**src/rtl/key_pkg.sv**
```systemverilog
// Shared definitions for the key_sender packet-to-button replay path.
`timescale 1ns/1ps
package key_pkg;

  // Packet layout: {dest[1:0], payload[1:0]}
  localparam int PKT_W    = 4;
  localparam int DEST_MSB = 3;
  localparam int DEST_LSB = 2;
  localparam int PAY_MSB  = 1;
  localparam int PAY_LSB  = 0;

  // Buttons and the start strobe are active-low; this is their released level.
  localparam logic KEY_IDLE = 1'b1;

  typedef enum logic [2:0] {
    ST_IDLE,
    ST_START,
    ST_PRESS,
    ST_RELEASE,
    ST_GAP
  } state_t;

  // Key levels for one bit, returned as {key1, key0}. Exactly one key is low,
  // so the receiver never sees both buttons pressed together.
  function automatic logic [1:0] press_keys(input logic bit_val);
    return bit_val ? 2'b01 : 2'b10;
  endfunction

endpackage

```
**src/rtl/key_pkt_queue.sv**
```systemverilog
// Synchronous FIFO holding packets waiting to be replayed as key presses.
// Read data is first-word fall-through: rd_data shows the head entry whenever
// the queue is non-empty.
`timescale 1ns/1ps
module key_pkt_queue
  import key_pkg::*;
#(
  parameter int DEPTH = 4
) (
  input  logic                       clk,
  input  logic                       rst,
  input  logic                       push,
  input  logic                       pop,
  input  logic [PKT_W-1:0]           wr_data,
  output logic [PKT_W-1:0]           rd_data,
  output logic                       full,
  output logic                       empty,
  output logic [$clog2(DEPTH+1)-1:0] count
);

  localparam int AW    = $clog2(DEPTH);
  localparam int CNT_W = $clog2(DEPTH + 1);
  localparam logic [CNT_W-1:0] DEPTH_C = CNT_W'(DEPTH);

  logic [PKT_W-1:0] mem [DEPTH];
  logic [AW-1:0]    wr_ptr;
  logic [AW-1:0]    rd_ptr;
  logic             do_push;
  logic             do_pop;

  assign full    = (count == DEPTH_C);
  assign empty   = (count == '0);
  // A push into a full queue is refused even if a pop happens the same cycle.
  assign do_push = push & ~full;
  assign do_pop  = pop & ~empty;
  assign rd_data = mem[rd_ptr];

  // Pointer and occupancy bookkeeping.
  // NOTE: state registers use non-blocking assignments so every flop samples
  // the pre-edge values, independent of statement order.
  always_ff @(posedge clk) begin
    if (rst) begin
      wr_ptr <= '0;
      rd_ptr <= '0;
      count  <= '0;
    end else begin
      if (do_push) wr_ptr <= wr_ptr + AW'(1);
      if (do_pop)  rd_ptr <= rd_ptr + AW'(1);
      case ({do_push, do_pop})
        2'b10:   count <= count + CNT_W'(1);
        2'b01:   count <= count - CNT_W'(1);
        default: count <= count;
      endcase
    end
  end

  // Storage write port.
  // NOTE: the array is deliberately not reset; entries are only read after
  // being written, and leaving reset off lets the storage map to plain RAM.
  always_ff @(posedge clk) begin
    if (do_push) mem[wr_ptr] <= wr_data;
  end

endmodule

```
**src/rtl/key_sender.sv**
```systemverilog
// Replays queued 4-bit packets as the push-button waveform the packet receiver
// expects: a start strobe held low, then four timed active-low presses on
// key0 ('0' bit) or key1 ('1' bit), most significant bit first.
`timescale 1ns/1ps
module key_sender
  import key_pkg::*;
#(
  parameter int QUEUE_DEPTH    = 4,
  parameter int START_CYCLES   = 2,
  parameter int PRESS_CYCLES   = 4,
  parameter int RELEASE_CYCLES = 4,
  parameter int GAP_CYCLES     = 8
) (
  input  logic             clk,
  input  logic             rst,
  input  logic             pkt_valid,
  input  logic [PKT_W-1:0] pkt_data,
  output logic             pkt_ready,
  input  logic             hold,
  output logic             start,
  output logic             key0,
  output logic             key1,
  output logic             busy,
  output logic             done,
  output logic [7:0]       sent_count
);

  localparam int CNT_W = $clog2(QUEUE_DEPTH + 1);
  localparam logic [CNT_W-1:0] QD_C = CNT_W'(QUEUE_DEPTH);

  // Timer reload values. Every phase lasts "load + 1" cycles; a zero-length
  // gap still costs one cycle in GAP.
  localparam int START_LD_I = START_CYCLES - 1;
  localparam int PRESS_LD_I = PRESS_CYCLES - 1;
  localparam int REL_LD_I   = RELEASE_CYCLES - 1;
  localparam int GAP_LD_I   = (GAP_CYCLES > 0) ? GAP_CYCLES - 1 : 0;
  localparam int TM_MAX_A   = (START_LD_I > PRESS_LD_I) ? START_LD_I : PRESS_LD_I;
  localparam int TM_MAX_B   = (REL_LD_I > GAP_LD_I) ? REL_LD_I : GAP_LD_I;
  localparam int TM_MAX     = (TM_MAX_A > TM_MAX_B) ? TM_MAX_A : TM_MAX_B;
  localparam int TM_W       = (TM_MAX > 0) ? $clog2(TM_MAX + 1) : 1;

  localparam logic [TM_W-1:0] START_LD = TM_W'(START_LD_I);
  localparam logic [TM_W-1:0] PRESS_LD = TM_W'(PRESS_LD_I);
  localparam logic [TM_W-1:0] REL_LD   = TM_W'(REL_LD_I);
  localparam logic [TM_W-1:0] GAP_LD   = TM_W'(GAP_LD_I);

  state_t           state;
  logic [TM_W-1:0]  tm;
  logic [1:0]       bi;
  logic [1:0]       bi_next;
  logic [PKT_W-1:0] sr;

  logic [PKT_W-1:0] q_data;
  logic             q_full;
  logic             q_empty;
  logic [CNT_W-1:0] q_count;
  logic             q_push;
  logic             q_pop;

  // Readiness comes from the registered occupancy, so a same-cycle pop never
  // opens a slot for a same-cycle push.
  assign pkt_ready = (q_count < QD_C);
  assign q_push    = pkt_valid & ~q_full;
  // hold only gates the launch of a new packet from IDLE.
  assign q_pop     = (state == ST_IDLE) & ~q_empty & ~hold;
  assign bi_next   = bi - 2'd1;

  key_pkt_queue #(
    .DEPTH (QUEUE_DEPTH)
  ) u_queue (
    .clk     (clk),
    .rst     (rst),
    .push    (q_push),
    .pop     (q_pop),
    .wr_data (pkt_data),
    .rd_data (q_data),
    .full    (q_full),
    .empty   (q_empty),
    .count   (q_count)
  );

  // Packet sequencer: timers, bit index and all registered button outputs.
  always_ff @(posedge clk) begin
    if (rst) begin
      state      <= ST_IDLE;
      tm         <= '0;
      bi         <= '0;
      sr         <= '0;
      start      <= KEY_IDLE;
      key0       <= KEY_IDLE;
      key1       <= KEY_IDLE;
      busy       <= 1'b0;
      done       <= 1'b0;
      sent_count <= '0;
    end else begin
      done <= 1'b0;
      case (state)
        ST_IDLE: begin
          if (q_pop) begin
            sr    <= q_data;
            bi    <= 2'd3;
            tm    <= START_LD;
            start <= 1'b0;
            busy  <= 1'b1;
            state <= ST_START;
          end
        end
        ST_START: begin
          if (tm == '0) begin
            start        <= KEY_IDLE;
            tm           <= PRESS_LD;
            {key1, key0} <= press_keys(sr[bi]);
            state        <= ST_PRESS;
          end else begin
            tm <= tm - TM_W'(1);
          end
        end
        ST_PRESS: begin
          if (tm == '0) begin
            key0  <= KEY_IDLE;
            key1  <= KEY_IDLE;
            tm    <= REL_LD;
            state <= ST_RELEASE;
          end else begin
            tm <= tm - TM_W'(1);
          end
        end
        ST_RELEASE: begin
          if (tm == '0) begin
            if (bi != 2'd0) begin
              bi           <= bi_next;
              tm           <= PRESS_LD;
              {key1, key0} <= press_keys(sr[bi_next]);
              state        <= ST_PRESS;
            end else begin
              tm    <= GAP_LD;
              state <= ST_GAP;
            end
          end else begin
            tm <= tm - TM_W'(1);
          end
        end
        ST_GAP: begin
          if (tm == '0) begin
            done       <= 1'b1;
            sent_count <= sent_count + 8'd1;
            busy       <= 1'b0;
            state      <= ST_IDLE;
          end else begin
            tm <= tm - TM_W'(1);
          end
        end
        default: begin
          state <= ST_IDLE;
          busy  <= 1'b0;
        end
      endcase
    end
  end

endmodule

```
**config.mk**
```make
export PLATFORM = sky130hd
export DESIGN_NAME = key_sender
export DESIGN_NICKNAME = d
export VERILOG_FILES = /design/src/rtl/key_pkg.sv /design/src/rtl/key_pkt_queue.sv /design/src/rtl/key_sender.sv
export SDC_FILE = /design/constraint.sdc
export NUM_CORES = 1
export LEC_CHECK = 0
export CORE_MARGIN = 2
export CORE_UTILIZATION = 61
export CTS_CLUSTER_DIAMETER = 80
export DETAILED_ROUTE_END_ITERATION = 7
export PLACE_DENSITY = 0.84
export SLEW_MARGIN = 20
export SYNTH_ARGS = -nofsm -noshare
export SYNTH_HDL_FRONTEND = slang
export SYNTH_SLANG_ARGS = --single-unit
```
**constraint.sdc**
```tcl
create_clock -name clk -period 5 [get_ports clk]
set_clock_uncertainty 0.2 [all_clocks]
set_input_delay 1 -clock clk [delete_from_list [all_inputs] [get_ports clk]]
set_output_delay 1 -clock clk [all_outputs]
set_load 0.01 [all_outputs]
```
==> results.yml, run 1 <==
route:
  first_iter_violations: 166
  met3WireLength_um: 139
  drt_pre_antenna_iters: 4
  detailroute.wirelength.met2_mm: 2.02
  viasPerCell: 5.67
  met1Wirelength_mm: 1.93
  route.final.wire_length_mm: 4.17
  num_vias: 1616
  detail-route-antenna-nets: 0
  remaining_drc_errors: 0
  mean_routed_wirelength_per_cell_um: 14.6
  top_layer: "met4"
logic_synthesis:
  syn-num-nets: 236
  ys_seq_area_share_pct: 48.4
  ys.flop_type: "sky130_fd_sc_hd__dfxtp_1"
  postSynthRegisterBits: 48
  synth.avg_cell_area_um2: 10.6
  yosys_warnings: 0
  synth_edf_count: 16
  synth_async_sr_flop_share_pct: 0
  syn-instance-count: 218
  synthesis.area_um2: 2320
  count_of_cell_types_in_the_netlist: 46
timing:
  finalSetupViolations: 0
  timing.final.crit_share_pct: 66.3
  report.final.slew_viol_count: 0
  final_hold_viol_count: 0
  period_minus_slack_ns: 3.32
  slack_of_the_critical_path_ns: 1.68
  setup-tns-final_ns: 0
  worst_slew_pin_slew_ns: 0.889
  slew_headroom_pct: 40.3
  timing.fmax_mhz: 301
  setup_repair_after_global_routing_missed_its_margin: "no"
cells_and_area:
  layout_common_cells: "sky130_fd_sc_hd__dfxtp_1, sky130_fd_sc_hd__nor2_1, sky130_fd_sc_hd__clkdlybuf4s50_1"
  layout_commonest_cell: "sky130_fd_sc_hd__dfxtp_1"
  area_growth_pct: 14.7
  final_nets: 254
  final_layout_size_suffix_gt1_share_pct: 8.44
  fillerInstances: 282
  n_antenna_cell: 0
  utilization_pct: 72.6
  postLayoutCellArea_um2: 2660
  final-instance-count-excl-fill: 285
clock_tree:
  holdBufCountCts: 0
  root_buffer: "sky130_fd_sc_hd__clkbuf_8"
  path_clk_slew_ns: 0.08
  clkSinkCount: 48
  htree_num_levels: 2
  cts_buffers: 5
  insertion_delay_ns: 0.29
  clk_path_buf_depth: 2
  number_of_instances_resized_during_post_cts_repair: 0
  post-cts-setup-buffer-count: 0
  tritoncts: "yes"
power_and_ir_drop:
  leakage_uw: 0.000914
  peakVddDrop_v: 0.000264
  power-per-cell-area_nw_per_um2: 495
placed_design:
  postPlaceCellArea_um2: 2540
  port-buffer-count: 21
  dp_hpwl_mm: 3.01
  gp_congestion: 0.805
  dpl_cells: 277
  pre_cts_slack_ns: 1.38
setup_path:
  reg2reg_slack_ns: 2.09
  critPathMaxStageDelay_ns: 0.53
  timing.critical_path.slowest_stage_cell: "sky130_fd_sc_hd__clkdlybuf4s50_1"
  timing.critical_path.fanout_max: 10
  cp.required_ns: 5.03
  worst-setup-path-type: "input port to flop"
  crit_chain: "clkdlybuf4s50_1 > nor3_4 > ha_1 > inv_1 > fa_1 > xor2_1 > or3_1 > a21oi_1"
  timing.critical_path.arrival_ns: 3.35
  worst_setup_path_end_kind: "flop"
  startpoint_type_of_the_worst_setup_path: "input port"
global_routing:
  grt_first_pass_wirelength_mm: 7.26
  grt_max_degree: 34
  antenna_found_initial: 0
  global_route.overflow_total: 0
  number_of_global_route_vias_before_repair: 1554
  grt_util_all_layers_pct: 22.5
outcome:
  outcome: "finished, final reports clean"
hold_path:
  worst_hold_path_type: "flop to flop"
floorplan:
  die_h_um: 65.6
  boundaryPins: 22
  floorplan.initialDensity_pct: 63.3
  die_area_um2: 4310
  core-area_um2: 3660
  row_count: 22
  die-width_um: 65.6
job:
  max_cap_violations: 0
==> through the flow <==
step,total power (uW),hold slack (ns)
detailed placement,1040,0.285
global placement,1020,0.264
global route,1410,0.330
finish,1320,0.296
floorplan,924,0.243
CTS,1320,0.301
==> worst max-delay path, delay by kind of cell <==
| family | cells | cell delay, ns |
|---|---|---|
| AND/OR/NAND/NOR | 2 | 0.81 |
| adder cells (fa/ha/maj) | 2 | 0.64 |
| buffers and inverters | 2 | 0.59 |
| XOR/XNOR | 1 | 0.16 |
| AO/OA/AOI/OAI | 1 | 0.14 |
==> kinds of logic after synthesis <==
| family | count (synthesis) | share of synthesized area (%) |
|---|---|---|
| xor+xnor | 12 | 4.54 |
| buf+inv | 28 | 5.02 |
| flops | 48 | 48.4 |
| simple gates | 75 | 18.9 |
| mux | 12 | 7.89 |
| fa+ha+maj | 10 | 5.73 |
| compound gates | 33 | 9.51 |
==> flip-flops by register name (all words and copies together) (netlist names) <==
signal,cells
u_queue.mem,16
sent_count,8
sr,4
state,3
tm,3
u_queue.count,3
bi,2
u_queue.rd_ptr,2
u_queue.wr_ptr,2
busy,1
done,1
key0,1
key1,1
start,1
==> report_power, final <==
part / total (uW) / internal [uW] / switching (uW)
registers: 562 / 478 / 84.7
clock network: 284 / 161 / 123
logic: 470 / 213 / 257
==> synth_stat cells, types with 3 or more instances <==
library cell               count  area (um2)
sky130_fd_sc_hd__a21oi_1       8        40.0
sky130_fd_sc_hd__mux2i_1       7        70.1
sky130_fd_sc_hd__inv_1        17        63.8
sky130_fd_sc_hd__buf_2         3        15.0
sky130_fd_sc_hd__xnor2_1       8        70.1
sky130_fd_sc_hd__nand3_1      10        50.1
sky130_fd_sc_hd__nor3_1        8        40.0
sky130_fd_sc_hd__ha_1          9         113
sky130_fd_sc_hd__clkbuf_1      6        22.5
sky130_fd_sc_hd__xor2_1        4        35.0
sky130_fd_sc_hd__nor4_2        3        37.5
sky130_fd_sc_hd__nor2_1       22        82.6
sky130_fd_sc_hd__a211oi_1      6        45.0
sky130_fd_sc_hd__edfxtp_1     16         480
sky130_fd_sc_hd__nand2_1       8        30.0
sky130_fd_sc_hd__and2_1        5        31.3
sky130_fd_sc_hd__mux4_2        5         113
sky130_fd_sc_hd__o21ai_0       8        40.0
sky130_fd_sc_hd__dfxtp_1      32         641
==> path summary, 6_finish.rpt <==
| check | cells past startpoint | start | endpoint |
|---|---|---|---|
| setup / recovery | 8 | hold | u_queue.count[2] |
| hold / removal | 2 | start | start |
| setup reg to reg | 8 | state[0] | u_queue.count[2] |
| hold reg to reg | 2 | start | start |
==> layout make-up <==
cell class                      instances  area, um2  area share [%]
Clock buffer                            6       82.6            3.11
Clock inverter                          2       33.8            1.27
Timing Repair Buffer                   22        218            8.19
Sequential cell                        48       1120            42.2
Inverter                               17       63.8            2.40
Tap cell                               48       60.1            2.26
Multi-Input combinational cell        142       1080            40.6
==> per-layer routing <==
metal	global-route usage, %	vias to the layer above
met5	0	-
met4	8.59	0
met3	5.48	7
met2	34.9	33
met1	30.6	757
li1	-	819
Note: power is estimated with default switching activity, not from simulation.
==> run 2, diff against run 1 <==
Settings changed: CORE_UTILIZATION 61 to 51, PLACE_DENSITY 0.84 to 0.75.
Clock period 5 ns to 2.9 ns, I/O delays scaled along.
==> run 2 against run 1 <==
Net effect:
- global-route usage down 4.4 points
- sequential power grew 65%
- first-iteration DRC count shrank 37%
- total power rose by 75%
- critical path type unchanged
- clock power increased by 71%
- non-clock buffer count grew 6
- via count rose by 1.2%
==> results.yml, run 2 (synthesized netlist as in run 1, its figures left out) <==
outcome:
  outcome: "finished, final reports clean"
route:
  mean_routed_wirelength_per_cell_um: 14.2
  drt_pre_antenna_iters: 4
  num_vias: 1635
  viasPerCell: 5.54
  route.final.wire_length_mm: 4.19
  first_iter_violations: 105
  detail-route-antenna-nets: 0
  remaining_drc_errors: 0
job:
  max_cap_violations: 0
timing:
  period_minus_slack_ns: 2.54
  timing.final.crit_share_pct: 87.6
  report.final.slew_viol_count: 0
  slew_headroom_pct: 60.9
  finalSetupViolations: 0
  final_hold_viol_count: 0
  timing.fmax_mhz: 393
  worst_slew_pin_slew_ns: 0.586
  setup_repair_after_global_routing_missed_its_margin: "no"
  setup-tns-final_ns: 0
  slack_of_the_critical_path_ns: 0.358
setup_path:
  r2r_end: "u_queue.count[2]"
  timing.critical_path.fanout_max: 2
  reg2reg_slack_ns: 0.43
  timing.critical_path.slowest_stage_cell: "sky130_fd_sc_hd__clkdlybuf4s50_1"
  worst-setup-path-type: "input port to flop"
  critPathMaxStageDelay_ns: 0.49
  ff2ff_path_depth: 8
  cp.required_ns: 2.93
  worst_setup_path_end_kind: "flop"
  r2r_start: "state[2]"
  critical_path.top_delay_family: "adder cells"
  crit_chain: "clkdlybuf4s50_1 > nor3_4 > ha_1 > inv_1 > fa_1 > xor2_1 > or3_1 > a21oi_1"
  cp.buffers_inverters: 2
  startpoint_type_of_the_worst_setup_path: "input port"
  timing.critical_path.depth: 8
  timing.critical_path.arrival_ns: 2.57
floorplan:
  row_count: 24
  core-area_um2: 4350
  floorplan.initialDensity_pct: 53.2
  boundaryPins: 22
  die-width_um: 71.4
  die_area_um2: 5100
  die_h_um: 71.4
hold_path:
  worst_hold_path_type: "flop to flop"
  min_to: "tm[0]"
  min-delay-start: "tm[0]"
  hold-path-cell-count: 1
cells_and_area:
  largest-register: "u_queue.mem"
  largest_reg_flops: 16
  multi_input_area_um2: 1080
  fillerInstances: 360
  n_antenna_cell: 0
  final_nets: 260
  layout_commonest_cell: "sky130_fd_sc_hd__dfxtp_1"
  layout_common_cells: "sky130_fd_sc_hd__dfxtp_1, sky130_fd_sc_hd__nor2_1, sky130_fd_sc_hd__clkdlybuf4s50_1"
  final_layout_size_suffix_gt1_share_pct: 11.1
  reg_top3: "u_queue.mem x16, sent_count x8, sr x4"
  area_growth_pct: 16.9
  final-instance-count-excl-fill: 295
  area.sequential_um2: 1120
placed_design:
  pre_cts_slack_ns: 0.0898
  dp_hpwl_mm: 3.16
  dpl_cells: 287
  port-buffer-count: 21
  gp_congestion: 0.834
clock_tree:
  clkSinkCount: 48
  htree_num_levels: 2
  root_buffer: "sky130_fd_sc_hd__clkbuf_8"
  cts_buffers: 5
  clk_path_buf_depth: 2
  path_clk_slew_ns: 0.09
  holdBufCountCts: 0
  number_of_instances_resized_during_post_cts_repair: 0
  insertion_delay_ns: 0.30
  post-cts-setup-buffer-count: 0
  tritoncts: "yes"
global_routing:
  grt_util_all_layers_pct: 18.1
  global_route.overflow_total: 0
  grt_first_pass_wirelength_mm: 7.28
  number_of_global_route_vias_before_repair: 1584
  grt_max_degree: 17
  antenna_found_initial: 0
power_and_ir_drop:
  peakVddDrop_v: 0.000452
  power-per-cell-area_nw_per_um2: 851
  leakage_uw: 0.000944
[run 2: changes by cell type in the layout (fill, tap and decap cells not counted)]
cell	delta
sky130_fd_sc_hd__clkinv_1	-1
sky130_fd_sc_hd__buf_4	+6
sky130_fd_sc_hd__clkbuf_8	-1
sky130_fd_sc_hd__clkinv_4	+2
[run 2: cell type report]
class                           count  area share, %
Tap cell                           52           2.40
Clock inverter                      3           1.76
Inverter                           17           2.36
Sequential cell                    48           41.4
Timing Repair Buffer               28           9.70
Multi-Input combinational cell    142           39.8
Clock buffer                        5           2.54
[run 2: layer usage]
layer / wire [um] / track usage, %
met2: 2050 / 28.5
met3: 219 / 4.64
met1: 1890 / 24.4
met5: 0 / 0
met4: 29 / 6.29
[run 2: how the worst max path moves through the flow]
stage             start                to  slack [ns]
2_1_floorplan  state[2]  u_queue.count[2]        0.32
3_3_place_gp       hold  u_queue.count[2]        0.13
3_5_place_dp       hold  u_queue.count[2]        0.09
4_1_cts            hold  u_queue.count[2]        0.39
5_1_grt            hold  u_queue.count[2]        0.31
6_report           hold  u_queue.count[2]        0.36
[run 2: power breakdown]
| part | leakage, uW | switching, uW | internal, uW |
|---|---|---|---|
| logic | 0.000478 | 484 | 406 |
| registers | 0.000408 | 105 | 824 |
| clock network | 0.0000583 | 227 | 260 |
| total | 0.000944 | 816 | 1490 |
[run 2: through the flow]
stage	utilization [%]	hold slack, ns	area, um2	total power [uW]
4_1_cts	62.2	0.283	2710	2330
3_5_place_dp	59.5	0.270	2590	1840
6_report	62.2	0.289	2710	2310
3_3_place_gp	59.5	0.266	2590	1810
5_1_grt	62.2	0.309	2710	2470
2_1_floorplan	-	0.243	2320	1590
